`config.mk`:
```
export PLATFORM = sky130hd
export DESIGN_NAME = filter_sample_tx
export DESIGN_NICKNAME = d
export VERILOG_FILES = /design/src/rtl/filter_pkg.sv /design/src/rtl/filter_sample_fifo.sv /design/src/rtl/filter_sample_tx.sv
export SDC_FILE = /design/constraint.sdc
export NUM_CORES = 1
export LEC_CHECK = 0
export ABC_AREA = 1
export BUFFER_PORTS_ARGS = -buffer_cell sky130_fd_sc_hd__buf_2
export CORE_ASPECT_RATIO = 0.8
export CORE_UTILIZATION = 31
export CTS_CLUSTER_SIZE = 40
export DETAILED_ROUTE_END_ITERATION = 8
export GPL_TIMING_DRIVEN = 0
export PLACE_DENSITY_LB_ADDON = 0.25
export SYNTH_ARGS = -nofsm -noshare
export SYNTH_HDL_FRONTEND = slang
export SYNTH_HIERARCHICAL = 1
export SYNTH_SLANG_ARGS = --single-unit
```
`constraint.sdc`:
```
create_clock -name clk -period 3.65 [get_ports clk]
set_clock_uncertainty 0.1 [all_clocks]
set_input_delay 0 -clock clk [delete_from_list [all_inputs] [get_ports clk]]
set_output_delay 0 -clock clk [all_outputs]
set_load 0.05 [all_outputs]
```
`src/rtl/filter_pkg.sv`:
```
// Shared FSM state type and frame-shape constants for the sample transmitter.
package filter_pkg;
  typedef enum logic [2:0] {IDLE, START, DATA, PARITY, STOP} tx_state_t;
  localparam int DATA_BITS = 8;
  localparam int STOP_BITS = 1;
endpackage

```
`src/rtl/filter_sample_fifo.sv`:
```
// Synchronous FIFO with a combinational head read; push when full and pop when empty are ignored.
module filter_sample_fifo #(
  parameter int WIDTH = 8,
  parameter int DEPTH = 4
) (
  input  logic                     clk,
  input  logic                     reset,
  input  logic                     push,
  input  logic                     pop,
  input  logic [WIDTH-1:0]         wdata,
  output logic [WIDTH-1:0]         rdata,
  output logic                     full,
  output logic                     empty,
  output logic [$clog2(DEPTH):0]   count
);
  localparam int AW = $clog2(DEPTH);
  localparam logic [AW:0] FULL_CNT = (AW+1)'(DEPTH);

  logic [WIDTH-1:0] mem [DEPTH];
  logic [AW-1:0]    wr_ptr, rd_ptr;
  logic             do_push, do_pop;

  assign full    = (count == FULL_CNT);
  assign empty   = (count == '0);
  assign do_push = push & ~full;
  assign do_pop  = pop & ~empty;
  assign rdata   = mem[rd_ptr];

  always_ff @(posedge clk) begin
    if (do_push) mem[wr_ptr] <= wdata;
  end

  always_ff @(posedge clk) begin
    if (reset) begin
      wr_ptr <= '0;
      rd_ptr <= '0;
      count  <= '0;
    end else begin
      if (do_push) wr_ptr <= wr_ptr + 1'b1;
      if (do_pop)  rd_ptr <= rd_ptr + 1'b1;
      case ({do_push, do_pop})
        2'b10:   count <= count + 1'b1;
        2'b01:   count <= count - 1'b1;
        default: ;
      endcase
    end
  end
endmodule

```
`src/rtl/filter_sample_tx.sv`:
```
// Buffers filter samples and shifts them out as UART frames (start, 8 data LSB first, stop).
// Define FILTER_SAMPLE_TX_PARITY_EN to add an even-parity bit between data and stop.
module filter_sample_tx
  import filter_pkg::*;
#(
  parameter int CLKS_PER_BIT = 16,
  parameter int FIFO_DEPTH   = 4
) (
  input  logic                          clk,
  input  logic                          reset,
  input  logic [7:0]                    s_data,
  input  logic                          s_valid,
  output logic                          s_ready,
  output logic                          tx,
  output logic                          busy,
  output logic [$clog2(FIFO_DEPTH):0]   fifo_count
);
  localparam int CW = $clog2(FIFO_DEPTH) + 1;
  localparam logic [CW-1:0] FULL_CNT  = CW'(FIFO_DEPTH);
  localparam logic [15:0]   BIT_LAST  = 16'(CLKS_PER_BIT - 1);
  localparam logic [15:0]   STOP_LAST = 16'(STOP_BITS * CLKS_PER_BIT - 1);
  localparam logic [2:0]    LAST_BIT  = 3'(DATA_BITS - 1);

  tx_state_t     state;
  logic [15:0]   timer;
  logic [2:0]    bit_idx;
  logic [7:0]    shreg;
  logic [7:0]    head;
  logic          push, pop, full, empty, bit_done;
  logic [CW-1:0] count_next;
`ifdef FILTER_SAMPLE_TX_PARITY_EN
  logic          par;
`endif

  assign push     = s_valid & s_ready & ~full;
  assign bit_done = (timer == '0);
  // The head is consumed when a new frame starts: from IDLE, or straight out of the stop bit.
  assign pop      = ~empty & ((state == IDLE) | ((state == STOP) & bit_done));

  always_comb count_next = fifo_count + CW'(push) - CW'(pop);

  filter_sample_fifo #(.WIDTH(8), .DEPTH(FIFO_DEPTH)) u_fifo (
    .clk   (clk),
    .reset (reset),
    .push  (push),
    .pop   (pop),
    .wdata (s_data),
    .rdata (head),
    .full  (full),
    .empty (empty),
    .count (fifo_count)
  );

  // Ready reflects occupancy after this edge, so a pop never raises it in its own cycle.
  always_ff @(posedge clk) begin
    if (reset) s_ready <= 1'b0;
    else       s_ready <= (count_next != FULL_CNT);
  end

  always_ff @(posedge clk) begin
    if (reset) begin
      state   <= IDLE;
      tx      <= 1'b1;
      busy    <= 1'b0;
      timer   <= '0;
      bit_idx <= '0;
      shreg   <= '0;
`ifdef FILTER_SAMPLE_TX_PARITY_EN
      par     <= 1'b0;
`endif
    end else if (pop) begin
      state <= START;
      tx    <= 1'b0;
      busy  <= 1'b1;
      timer <= BIT_LAST;
      shreg <= head;
`ifdef FILTER_SAMPLE_TX_PARITY_EN
      par   <= ^head;
`endif
    end else begin
      timer <= timer - 1'b1;
      case (state)
        START: if (bit_done) begin
          state   <= DATA;
          tx      <= shreg[0];
          timer   <= BIT_LAST;
          bit_idx <= '0;
        end
        DATA: if (bit_done) begin
          timer <= BIT_LAST;
          if (bit_idx == LAST_BIT) begin
`ifdef FILTER_SAMPLE_TX_PARITY_EN
            state <= PARITY;
            tx    <= par;
`else
            state <= STOP;
            tx    <= 1'b1;
            timer <= STOP_LAST;
`endif
          end else begin
            bit_idx <= bit_idx + 1'b1;
            shreg   <= shreg >> 1;
            tx      <= shreg[1];
          end
        end
`ifdef FILTER_SAMPLE_TX_PARITY_EN
        PARITY: if (bit_done) begin
          state <= STOP;
          tx    <= 1'b1;
          timer <= STOP_LAST;
        end
`endif
        STOP: if (bit_done) begin
          state <= IDLE;
          busy  <= 1'b0;
        end
        default: state <= IDLE;
      endcase
    end
  end
endmodule
```
==> summary.md <==
| Metric | Value |
|---|---|
| Flop pwr share | `around a third` |
| Critical path peak fanout | `12` |
| Dpl hpwl | `between 4000 and 5000 um` |
| Global-route usage over all layers | `between 10% and 20%` |
| Placed Cells incl. Taps | `540` |
| Mapped Cells | `384` |
| Max Clock Freq | `~330 MHz` |
| Post-route antenna net violation count | `0` |
| Layout cells sized above 1 | `11.8%` |
| Wire length per cell | `11.9 um` |
| Setup TNS | `0 ns` |
| IO buf count | `16` |
| Core area | `10,400 um2` |
| H-tree levels | `3` |
| Synth Area per Inst | `between 8 and 9 um2` |
| # clock sinks | `74` |
| Register area share after synthesis | `around 53%` |
| Syn Std Cell Area | `3400 um2` |
| Clk pwr share | `22.7%` |
| # Post-CTS Setup Buffers | `0` |
| Routed via count | `2,507` |
| RSZ-0062 raised after global routing | `false` |
| Startpoint Class | `flip-flop` |
| Total CTS buffers | `9` |
| # rows | `33` |
| Internal | `just over 2 mW` |
| Pre-Repair DR Iteration Count | `5` |
| Synth area leaders | `edfxtp_1 28%, dfxtp_1 25%, nor2_1 8.0%` |
| WS Path Type | `reg2reg` |
| Setup violations, final | `0` |
| Slew Limit Fails | `0` |
| Die X | `119 um` |
| First-pass GRT wire length | `between 10,000 and 15,000 um` |
| Post-CTS Resized | `0` |
| Synth area leader | `edfxtp_1` |
| Die footprint | `about 11,000 um2` |
| Fin crit period | `between 3 and 4 ns` |
| Cell leakage power | `1.66 nW` |
| Die H | `95.6 um` |
| Yosys top cell area share | `between 20% and 30%` |
| CTS tree | `yes` |
| Worst path most repeated cell | `inv_1` |
| Peak supply drop | `between 300 and 400 uV` |
| Switch Pwr | `1.42 mW` |
| Switch share | `40.8%` |
| # diodes | `0` |
| Status | `finished, final reports clean` |
| Clk Latency, worst-skew pair | `0.32 ns` |
| Comb power frac | `42.1%` |
| Worst path cell trace | `inv_1, nand3_1, inv_1, nor2_4, inv_1, a21oi_4, o21ai_0, nand2_1, ha_1, fa_1, o31ai_1, inv_1` |
| Syn_nets | `407` |
| Iteration-0 DRC count of the detailed router | `~110` |
| Worst stage delay on the critical path | `slightly above 0.4 ns` |
| Clk pin slew, worst setup/hold paths | `approximately 0.060 ns` |
| Most used DFF post-synth | `dfxtp_1` |
| Initial antenna violation count | `0` |
| Grt ovf | `0` |
| Top-count cell post-synth | `nor2_1` |
| EDFF count, synth | `32` |
| Nets | `~440` |
| Vias in the first global route | `2,316` |
| Ports | `17` |
| Yosys reg bits | `74` |
| RePlAce Congestion | `slightly below 0.8` |
| Worst min-delay path class | `in2reg` |
| Period utilisation layout | `about 83%` |
| Critical Path AT | `3.13 ns` |
| Synth async-reset ratio | `0%` |
| Largest net degree at the start of global routing | `14` |
| P&R area growth vs syn | `18.2%` |
| Ys Warns | `6` |
| CP Capture Type | `flip-flop` |
| Initial Util | `approximately a third` |
| Required time worst endpoint | `about 3.8 ns` |
| Synth cell count leaders | `72 x nor2_1, 62 x nand2_1, 42 x dfxtp_1, 42 x inv_1, 32 x edfxtp_1` |
| Final hold violation count | `0` |
| Max-slew headroom | `about two fifths` |
| Power Density | `between 800 and 900 nW/um2` |
| Fin cells | `about 570` |
| DRC | `0` |
| CP max-delay cell | `dfxtp_1` |
| Total wire length | `6750 um` |
| Max-cap violation count | `0` |
| Slew @ Worst Pin | `0.894 ns` |
| Vias/cell | `4.44` |
| Max Buffers Root-to-Sink | `2` |
| Root Buffer | `clkbuf_16` |
| Fillers | `about 1,100` |
| Yosys cell types | `27` |
==> routing by layer <==
metal | vias up | part of all wire, % | GRT usage, %
met2 | 41 | 42 | 19.8
met4 | 0 | 0.77 | 4.22
met3 | 4 | 4.3 | 3.83
met1 | 1126 | 53 | 18.0
li1 | 1336 | - | -
met5 | - | 0 | 0
==> power groups by stage <==
stage	clock (mW)	combinational, mW	sequential (mW)
4_1_cts	0.814	1.47	1.22
3_3_place_gp	0	1.44	1.23
6_report	0.789	1.46	1.22
3_5_place_dp	0	1.46	1.24
5_1_grt	0.856	1.68	1.25
2_1_floorplan	0	1.10	1.28
==> layout by cell type, fill, tap and decap left out, types with 3 or more instances in the layout <==
cell and count:
nor2_1 72, nand2_1 62, inv_1 42, dfxtp_1 42, edfxtp_1 32, nand3_1 24, a21oi_1 23, o21ai_0 20
buf_2 16, ha_1 10, clkbuf_16 9, dlygate4sd3_1 9, xor2_1 8, xnor2_1 8, o22ai_1 8, nor2_2 5
nand4_1 5, buf_6 4, nor2_4 3
==> kinds of logic after synthesis <==
group,share of synthesized area (%)
compound gates,9.32
xor+xnor,4.12
fa+ha+maj,4.86
buf+inv,6.19
flops,53.0
simple gates,22.5
==> worst paths after layout <==
| kind | start | to | slack, ns | cells after the start |
|---|---|---|---|---|
| max | u_fifo/count[1] | s_ready | 0.63 | 12 |
| min | s_valid | u_fifo/wr_ptr[1] | 0.09 | 5 |
| max reg2reg | u_fifo/count[1] | s_ready | 0.63 | 12 |
| min reg2reg | timer[0] | timer[0] | 0.33 | 1 |
==> registers in the layout, summed over array words and instances, names as in the netlist, named ones only <==
signal and count:
busy 1, shreg 8, s_ready 1, state 3, u_fifo/mem 32, timer 16, u_fifo/wr_ptr 2, u_fifo/rd_ptr 2
tx 1, bit_idx 3, u_fifo/count 3
==> timing repair <==
action / in CTS / in global routing
endpoints found under the setup margin: 0 / 0
hold buffers: 9 / 0
hold endpoints to repair: 36 / 0
==> cell type report <==
cell class / instances / area [um2] / area share [%]
clock inverter: 6 / 42.5 / 1.06
buffer: 5 / 48.8 / 1.22
sequential: 74 / 1800 / 44.9
tap: 140 / 175 / 4.36
timing repair buffer: 25 / 170 / 4.24
multi-input combinational: 262 / 1390 / 34.5
inverter: 43 / 161 / 4.02
clock buffer: 10 / 229 / 5.70
==> stage by stage <==
stage	instance area (um2)	utilization (%)	worst slack [ns]	hold WS (ns)	total power [mW]
floorplan	3400	-	0.727	-0.0309	2.38
global placement	3650	35.0	0.653	0.119	2.68
detailed placement	3650	35.0	0.651	0.120	2.70
CTS	4020	38.4	0.615	0.0807	3.51
global route	4020	38.4	0.378	0.149	3.78
finish	4020	38.4	0.629	0.0913	3.47
==> worst max-delay path, delay by kind of cell, from the launching register on <==
family / cells / cell delay, ns
AND/OR/NAND/NOR: 3 / 0.51
adder cells (fa/ha/maj): 2 / 0.57
flip-flops: 1 / 0.41
AO/OA/AOI/OAI: 3 / 0.90
buffers and inverters: 4 / 0.41
No activity file was read; power rests on OpenSTA's default activity.
